File: src/rtl/adder_feed_queue.sv
// adder_feed_queue: operand FIFO feeding a registered adder.
// Buffers {a, b} pairs behind a valid/ready handshake, issues at most one
// pair per cycle onto registered operand outputs, and runs a valid bit
// through a delay line matched to the adder latency so sum_valid marks the
// cycle the adder's result belongs to a real pair.
// Optional feature macro: ADDQ_TAG_EN adds out_tag/sum_tag sequence numbers.
module adder_feed_queue #(
  parameter int WIDTH   = 8,
  parameter int DEPTH   = 8,
  parameter int LATENCY = 2
) (
  input  logic                     clk,
  input  logic                     reset,
  input  logic                     in_valid,
  output logic                     in_ready,
  input  logic [WIDTH-1:0]         in_a,
  input  logic [WIDTH-1:0]         in_b,
  input  logic                     issue_en,
  output logic [WIDTH-1:0]         out_a,
  output logic [WIDTH-1:0]         out_b,
  output logic                     out_valid,
  output logic                     sum_valid,
  output logic [$clog2(DEPTH):0]   level
`ifdef ADDQ_TAG_EN
  ,
  output logic [7:0]               out_tag,
  output logic [7:0]               sum_tag
`endif
);

  localparam int AW = $clog2(DEPTH);
  localparam int LW = AW + 1;
  localparam logic [LW-1:0] FULL = LW'(DEPTH);

  logic [2*WIDTH-1:0] mem_q [DEPTH];
  logic [AW-1:0]      wr_ptr_q, wr_ptr_d;
  logic [AW-1:0]      rd_ptr_q, rd_ptr_d;
  logic [LW-1:0]      level_q, level_d;
  logic [WIDTH-1:0]   out_a_q, out_a_d;
  logic [WIDTH-1:0]   out_b_q, out_b_d;
  logic               out_valid_q, out_valid_d;
  logic [LATENCY-1:0] vpipe_q;
  logic               push;
  logic               issue;

  // Issue looks only at the registered level, so a pair pushed into an empty
  // queue waits one cycle and a full queue stays not-ready even while draining.
  assign in_ready = !reset && (level_q != FULL);
  assign push     = in_valid && in_ready;
  assign issue    = !reset && issue_en && (level_q != '0);

  // Next-state for pointers, occupancy and the operand output registers.
  always_comb begin
    // NOTE: every target gets a default first so no path leaves it unassigned (no latch).
    wr_ptr_d    = wr_ptr_q;
    rd_ptr_d    = rd_ptr_q;
    level_d     = level_q;
    out_a_d     = out_a_q;
    out_b_d     = out_b_q;
    out_valid_d = 1'b0;
    if (push) begin
      wr_ptr_d = wr_ptr_q + AW'(1);
    end
    if (issue) begin
      {out_a_d, out_b_d} = mem_q[rd_ptr_q];
      out_valid_d        = 1'b1;
      rd_ptr_d           = rd_ptr_q + AW'(1);
    end
    case ({push, issue})
      2'b10:   level_d = level_q + LW'(1);
      2'b01:   level_d = level_q - LW'(1);
      default: level_d = level_q;
    endcase
  end

  // Control and operand registers with synchronous reset.
  always_ff @(posedge clk) begin
    // NOTE: non-blocking assignments so every register samples pre-edge values.
    if (reset) begin
      wr_ptr_q    <= '0;
      rd_ptr_q    <= '0;
      level_q     <= '0;
      out_a_q     <= '0;
      out_b_q     <= '0;
      out_valid_q <= 1'b0;
    end else begin
      wr_ptr_q    <= wr_ptr_d;
      rd_ptr_q    <= rd_ptr_d;
      level_q     <= level_d;
      out_a_q     <= out_a_d;
      out_b_q     <= out_b_d;
      out_valid_q <= out_valid_d;
    end
  end

  // Pair storage; written on push only.
  always_ff @(posedge clk) begin
    // NOTE: storage is not reset; level and pointers alone decide which entries are live.
    if (push) begin
      mem_q[wr_ptr_q] <= {in_a, in_b};
    end
  end

  // Valid delay line matched to the adder latency; cleared on reset so
  // in-flight results from before the reset are never flagged.
  always_ff @(posedge clk) begin
    if (reset) begin
      vpipe_q <= '0;
    end else begin
      vpipe_q[0] <= out_valid_q;
      for (int i = 1; i < LATENCY; i++) begin
        vpipe_q[i] <= vpipe_q[i-1];
      end
    end
  end

  assign out_a     = out_a_q;
  assign out_b     = out_b_q;
  assign out_valid = out_valid_q;
  assign sum_valid = vpipe_q[LATENCY-1];
  assign level     = level_q;

`ifdef ADDQ_TAG_EN
  logic [7:0] tag_cnt_q;
  logic [7:0] out_tag_q;
  logic [7:0] tpipe_q [LATENCY];

  // Issue sequence number: the first pair after reset carries tag 0; the tag
  // then follows the pair through a pipe parallel to the valid delay line.
  always_ff @(posedge clk) begin
    if (reset) begin
      tag_cnt_q <= '0;
      out_tag_q <= '0;
      for (int i = 0; i < LATENCY; i++) begin
        tpipe_q[i] <= '0;
      end
    end else begin
      if (issue) begin
        out_tag_q <= tag_cnt_q;
        tag_cnt_q <= tag_cnt_q + 8'd1;
      end
      tpipe_q[0] <= out_tag_q;
      for (int i = 1; i < LATENCY; i++) begin
        tpipe_q[i] <= tpipe_q[i-1];
      end
    end
  end

  assign out_tag = out_tag_q;
  assign sum_tag = tpipe_q[LATENCY-1];
`endif

endmodule

File: config.mk
export PLATFORM = sky130hd
export DESIGN_NAME = adder_feed_queue
export DESIGN_NICKNAME = d
export VERILOG_FILES = /design/src/rtl/adder_feed_queue.sv
export SDC_FILE = /design/constraint.sdc
export NUM_CORES = 1
export LEC_CHECK = 0
export CAP_MARGIN = 20
export CORE_MARGIN = 4
export CORE_UTILIZATION = 58
export CTS_CLUSTER_SIZE = 20
export DETAILED_ROUTE_END_ITERATION = 8
export GPL_TIMING_DRIVEN = 0
export PLACE_DENSITY = 0.79
export SETUP_SLACK_MARGIN = 0.1
export SLEW_MARGIN = 10
export SYNTH_ARGS = -nofsm -noshare
export SYNTH_HDL_FRONTEND = slang
export SYNTH_SLANG_ARGS = --single-unit
File: constraint.sdc
create_clock -name clk -period 4.4 [get_ports clk]
set_input_delay 0.66 -clock clk [delete_from_list [all_inputs] [get_ports clk]]
set_output_delay 0.66 -clock clk [all_outputs]
set_load 0.03 [all_outputs]
* Word level (Yosys, flattened, before mapping)
Memory sizes are Yosys's and may differ from the RTL's. A register that Yosys moved wholly into a read port is not among the register bits. Cells that the tools add are included.
Operators by class: add/sub/neg operators 4, equal/unequal tests 3, muxes and demuxes 4, reductions and logical operators 7
Operators with widths (number):
- 4-bit one-hot mux with 2 select lines | 1
- 3-bit by 1-bit adder with 3-bit output (second input constant) | 2
- 4-bit by 1-bit adder with 4-bit output (second input constant) | 1
- 1-bit logical AND | 4
- 4-bit != test (second input constant) | 1
- 4-bit nonzero test | 1
- 4-bit by 1-bit subtractor with 4-bit output (second input constant) | 1
- 1-bit 2-to-1 mux | 3
- 2-bit by 1-bit equality test with 1-bit output (second input constant) | 1
- 2-bit equality test (second input constant) | 1
- 2-bit nonzero test | 1
- 1-bit logical NOT | 1
Storage, ports and cells: bits in registers 13, bits in writable memories 128, input bits 20, output and inout port bits 23, logic and storage cells 24, memories 1
Memories:
- mem_q | depth 8, width 16, rd ports 1, clocked after memory_dff 1, write ports 1, RTL line 35 | logic [2*WIDTH-1:0] mem_q [DEPTH];

* Longest topological paths before layout
Gate-level depths: netlist (run 1).
depth after elaboration 5, gate-level depth with buffers 10, depth with buffers taken out 9

* Least setup slack after synthesis (run 1)
OpenSTA, ideal clock, no wires.
path kind register -> register, start reg level_q[0] (netlist: level[0]), end mem mem_q[0][0] (netlist bit), enable pin, arrival time 2.886 ns, required time 3.970 ns, slack 1.084 ns, stages on the path, launching flop included 5, clock period less this slack 3.316 ns, cells stage by stage dfxtp_1 -> nor4b_1 -> or3b_2 -> buf_2 -> nor4_1
Between the ends: cells in the longest elaborated chain, start to end 5
Ends and longest elaborated chain:
- from (decl) | RTL line 38 | logic [LW-1:0] level_q, level_d;
- from (signal assigned) | RTL line 89 | level_q <= level_d;
- 4-bit != test | RTL line 48 | assign in_ready = !reset && (level_q != FULL);
- 1-bit logical AND | RTL line 48
- 1-bit logical AND | RTL line 49 | assign push = in_valid && in_ready;
- 1-bit 2-to-1 mux | RTL line 99 | if (push) begin
- 1-bit 2-to-1 mux (not written as such) | RTL line 100 | mem_q[wr_ptr_q] <= {in_a, in_b};
- to (decl) | RTL line 35
No other way between the ends.

* Final worst setup path (run 1)
start in reset, end reg level_q[3] (netlist: level[3])
Between the ends: cells in the longest elaborated chain, start to end 5, elaborated cells between the ends (all ways) 9
Ends and longest elaborated chain:
- from (decl) | RTL line 13 | input logic reset,
- 1-bit logical NOT | RTL line 48, 50
- 1-bit logical AND (on tied branches) | RTL line 50, 48
- 1-bit logical AND (on tied branches) | RTL line 50, 49
- 2-bit by 1-bit equality test with 1-bit output or 2-bit equality test (tied branches) | RTL line 69 | case ({push, issue})
- 4-bit one-hot mux with 2 select lines or 2-bit nonzero test (tied branches)
Several ways; a longest one is shown, not always the timed one. A chain may end at the register's enable or synchronous reset.

==> results of run 1 <==
-- critical path: stages --
cell,delay (ps)
clkdlybuf4s50_1,500
or3b_2,500
buf_2,200
ha_1,250
ha_1,330
a21oi_1,200
a21oi_1,110
or4_1,470
a21oi_1,170
-- state kept, by name (all words and copies together), names as in the netlist --
register   cells
level          4
mem_q        128
out_b          8
rd_ptr_q       3
out_valid      1
out_a          8
wr_ptr_q       3
vpipe_q        2
-- synth_stat cells (2+ instances only) --
cell	count	share of area (%)
edfxtp_1	128	64
mux4_2	32	12
dfxtp_1	29	9.7
nor2_1	29	1.8
o22ai_1	15	1.6
nor3_2	11	1.8
nor3_1	9	0.75
clkbuf_1	7	0.44
inv_1	6	0.37
a21oi_1	5	0.42
ha_1	5	1.0
buf_4	3	0.37
buf_6	3	0.56
nand2_1	3	0.19
nand3_1	3	0.25
xor2_1	3	0.44
buf_2	2	0.17
nand2b_1	2	0.21
nor2b_1	2	0.21
xnor2_1	2	0.29
-- routing by layer --
layer	global-route usage (%)	vias up	share of wire, %
met5	0	-	0
met4	9.44	0	1.5
met3	5.05	17	5.3
met2	42.7	145	55
met1	29.8	1658	39
li1	-	1413	-
-- power breakdown --
part / internal [mW] / total, mW / switching (mW)
registers: 1.64 / 1.67 / 0.0227
clock network: 0.821 / 1.44 / 0.618
logic: 0.140 / 0.318 / 0.178
-- path summary, 6_finish.rpt --
kind | endpoint | slack [ps] | depth (start not counted)
max | level[3]$_SDFFE_PP0P_ | 1470 | 9
min | vpipe_q[1]$_SDFF_PP0_ | 460 | 1
max reg2reg | level[3]$_SDFFE_PP0P_ | 1470 | 9
min reg2reg | vpipe_q[1]$_SDFF_PP0_ | 460 | 1
-- cell families (layout without fill, tap and decap cells) --
family	count (synthesis)	count (layout)	synth area share, %
XOR/XNOR	6	6	1.00
flip-flops	157	157	73.6
adder cells (fa/ha/maj)	6	6	1.37
AND/OR/NAND/NOR	71	71	7.06
AO/OA/AOI/OAI	24	24	2.60
multiplexers	33	33	12.2
buffers and inverters	22	109	2.17
-- per-stage QoR --
stage	cells	utilization, %
6_report	539	74.1
5_1_grt	539	74.1
4_1_cts	539	74.1
3_5_place_dp	507	68.3
3_3_place_gp	494	66.6
2_1_floorplan	319	-
-- area by class of cell --
cell class | count | area (um2)
Sequential cell | 157 | 4420
Fill cell | 572 | 2570
Multi-Input combinational cell | 140 | 1490
Timing Repair Buffer | 55 | 561
Clock buffer | 18 | 418
Tap cell | 133 | 166
Clock inverter | 14 | 156
Buffer | 16 | 108
Inverter | 6 | 22.5
==> metrics, run 1 <==
post-synthesis instance total approximately 320; Max IR drop VDD 0.396 mV; Syn-to-layout area delta 22.2%; number of port buffers 42; Least-Margin Pin Slew roughly 960 ps; Crit Path Max Fanout 8; Clock Sinks about 160; FF-to-FF Start level[0]$_SDFFE_PP0P_; Hold WC Path Type flop to flop; mean routed wirelength per cell between 20 and 25 um; Ant. Diodes 0; CP arrival 3390 ps; Post-synth EDFFs 128; router iterations before antenna repair 4; PwrDens 466 nW/um2; synth unique cells 40; Final setup viols 0; clock-pin slew on the worst setup and hold paths 70 ps; CTS Buf Count 17; I/O pin count 43; total power around 3.4 mW; die width ~110 um; RSZ-0062 raised after global routing no; total core area 9910 um2; cts-stage hold buffer count 0; final hold slack about 460 ps; min cycle time layout 2930 ps; Routed Antenna Nets 0; Layout Skew between 10 and 15 ps; status complete, no violations; post-route cell area between 7000 and 8000 um2; Mapped Avg Cell Area 18.8 um2; dpl ws between 900 and 1000 ps; Post-CTS Repair Setup Buffers 0; placed inst area 6770 um2; # DRC 0; Site Rows 36; commonest non-fill, non-tap cell in the layout edfxtp_1; commonest non-fill, non-tap cells in the layout edfxtp_1, clkdlybuf4s50_1, mux4_2; initial antenna violation count 0; Routability Congestion 0.751; total track usage approximately a quarter; Final period util around two thirds; number of global-route vias before repair approximately 3400; ys async rst share 0%; Starting Density 60.6%; Crit. End Element flop; Die Y roughly 110 um; drt via density ~6.0; Critical Path Start Type input pin; largest net degree at the start of global routing 17; relative slew slack between 30% and 40%; Via Count between 3000 and 4000; first-pass GRT wire length between 20000 and 25000 um; Die Area between 10000 and 15000 um2; Slew Viols, Final 0; clock buffer depth 2; fmax roughly 340 MHz; Overflow after GRT 0; Leak Pwr about 2.4 nW; crit path from reset; Yosys Warn Count 0; clock latency on the worst-skew pair between 500 and 600 ps; share of layout cells above drive strength 1 between 20 and 30%; hold path start vpipe_q[0]$_SDFF_PP0_; number of synthesized register bits between 150 and 200; clk root buf clkbuf_8; final wirelength ~13000 um; PostCTS Resize Cnt 0; Crit path required time between 4000 and 5000 ps; kind of critical path input pin to flop; Detailed Route Iter0 Violations between 300 and 400; setup ws final around 1500 ps; Final Hold Fails 0; H-tree Lvls 4; Syn Nets about 350; sequential share of the synthesized area 73.6%; final net count ~420; Synth Flop Type edfxtp_1; Netlist Area Pre-Place 6010 um2; dpl hpwl around 8000 um; CTS tree done; max_cap viols 0; Fin Setup TNS 0 ps
(Power assumes the default switching activity.)
==> inputs of run 2 (changes only) <==
==> constraint.sdc (replaced) <==
create_clock -name clk -period 3 [get_ports clk]
set_input_delay 0.45 -clock clk [delete_from_list [all_inputs] [get_ports clk]]
set_output_delay 0.45 -clock clk [all_outputs]
set_load 0.03 [all_outputs]
==> metrics, run 2 (synthesis results as in run 1) <==
final wirelength approximately 12000 um; Fin Setup TNS 0 ps; Detailed Route Iter0 Violations around 270; commonest non-fill, non-tap cell in the layout edfxtp_1; Final period util a little over nine tenths; Top reg by flops mem_q; clock-pin slew on the worst setup and hold paths 60 ps; share of layout cells above drive strength 1 28.6%; Crit. End Element flop; relative slew slack 41.2%; FF-to-FF setup slack between 150 and 200 ps; Starting Density around three fifths; DR WL met3 roughly 940 um; wl on met1 ~5000 um; Overflow after GRT 0; CTS Buf Count 17; RSZ-0062 raised after global routing no; final net count around 420; kind of critical path flop to flop; min cycle time layout roughly 2800 ps; Slew Viols, Final 0; Ant. Diodes 0; post-route cell area between 7000 and 8000 um2; total track usage 22.7%; number of port buffers between 40 and 50; fin util 73.9%; clock latency on the worst-skew pair approximately 520 ps; # DRC 0; PwrDens roughly 660 nW/um2; Placed Cells 505; Crit Path Max Fanout 10; Crit path required time about 3500 ps; fmax between 300 and 400 MHz; die width 110 um; Routed Antenna Nets 0; share of power burned in combinational logic around a tenth; DR top layer met4; Site Rows 36; Final Hold Fails 0; CP arrival 3260 ps; clock buffer depth 2; Hold WC Path Type flop to flop; router iterations before antenna repair 6; number of global-route vias before repair 3339; Via Count ~3300; Largest stage delay, worst path about 580 ps; Switching Share 24.2%; I/O pin count 43; Least-Margin Pin Slew 882 ps; switching pwr roughly 1.2 mW; largest net degree at the start of global routing 17; final cell count without fillers approximately 540; Die Y 110 um; Flop pwr share between 50 and 60%; dpl hpwl approximately 8000 um; P_int roughly 3.7 mW; commonest non-fill, non-tap cells in the layout edfxtp_1, clkdlybuf4s50_1, mux4_2; total core area approximately 9900 um2; initial antenna violation count 0; Max IR drop VDD roughly 0.5 mV; Layout Skew about 8.3 ps; Syn-to-layout area delta 21.9%; Clock Sinks roughly 160; status complete, no violations; CP bufs+invs 1; max_cap viols 0; placed inst area approximately 6800 um2; Leak Pwr around 2.3 nW; met2 WL 5950 um; clk root buf clkbuf_8; CTS tree done; clock group share of total power just under 40%; cts-stage hold buffer count 0; max reg flops between 100 and 150; Critical Path Start Type flop; Final setup viols 0; Die Area between 10000 and 15000 um2; mean routed wirelength per cell about 23 um; drt via density approximately 6; Cell Chain, Critical Path or4_4 > and2_4 > buf_6 > ha_1 > ha_1 > a21oi_2 > a21oi_1 > or4_1 > a21oi_1; Routability Congestion 0.715; H-tree Lvls 4; Slowest cell on crit path or4_4; first-pass GRT wire length 19200 um; delay-heaviest family, CP simple AND/OR/NAND/NOR gates
-- run 2: cell count changes in the layout (fill, tap and decap cells not counted), moves of 2 or more --
cell        before  now
clkinv_4         0    2
bufinv_16        2    0
buf_6            5    8
clkinv_2         3    0
inv_6            5    3
buf_4           11    8
clkinvlp_4       2    7
-- run 2: routing by layer --
metal	global-route usage (%)	vias up
li1	-	1427
met5	0	-
met3	6.58	27
met2	33.5	138
met1	32.1	1661
met4	9.53	0
-- run 2: layout make-up --
cell class,count,area (um2)
Fill cell,588,2590
Clock inverter,14,111
Clock buffer,18,418
Tap cell,133,166
Inverter,6,22.5
Buffer,16,108
Timing Repair Buffer,55,559
Sequential cell,157,4430
Multi-Input combinational cell,140,1510
-- run 2: timing repair --
item	4_1_cts	5_1_grt
setup buffers	0	2
endpoints found under the setup margin	0	1
resized for setup	0	3
-- run 2: stage by stage --
| stage | total power [mW] | hold WS (ps) | setup slack (ps) |
|---|---|---|---|
| CTS | 4.84 | 460 | 163 |
| detailed placement | 2.95 | 435 | -183 |
| global placement | 2.93 | 435 | -1230 |
| floorplan | 2.77 | 414 | 101 |
| global route | 5.00 | 480 | 62.9 |
| finish | 4.82 | 461 | 189 |
-- run 2: path summary, 6_finish.rpt --
path,startpoint,cells past startpoint,end
worst max register to register,level[0]$_SDFFE_PP0P_,9,level[3]$_SDFFE_PP0P_
worst max-delay path,level[0]$_SDFFE_PP0P_,9,level[3]$_SDFFE_PP0P_
worst min-delay path,vpipe_q[0]$_SDFF_PP0_,1,vpipe_q[1]$_SDFF_PP0_
worst min register to register,vpipe_q[0]$_SDFF_PP0_,1,vpipe_q[1]$_SDFF_PP0_
-- run 2: power by group through the flow --
stage | registers (mW) | clock network (mW) | logic [mW]
floorplan | 2.54 | 0 | 0.236
global placement | 2.49 | 0 | 0.437
detailed placement | 2.49 | 0 | 0.459
CTS | 2.45 | 1.93 | 0.464
global route | 2.45 | 2.03 | 0.511
finish | 2.45 | 1.90 | 0.473
-- run 2: worst reg2reg max path: stages (launching register included) --
cell and delay, ps:
dfxtp_2 360, or4_4 580, and2_4 200, buf_6 150, ha_1 220, ha_1 350
a21oi_2 180, a21oi_1 100, or4_1 460, a21oi_1 150
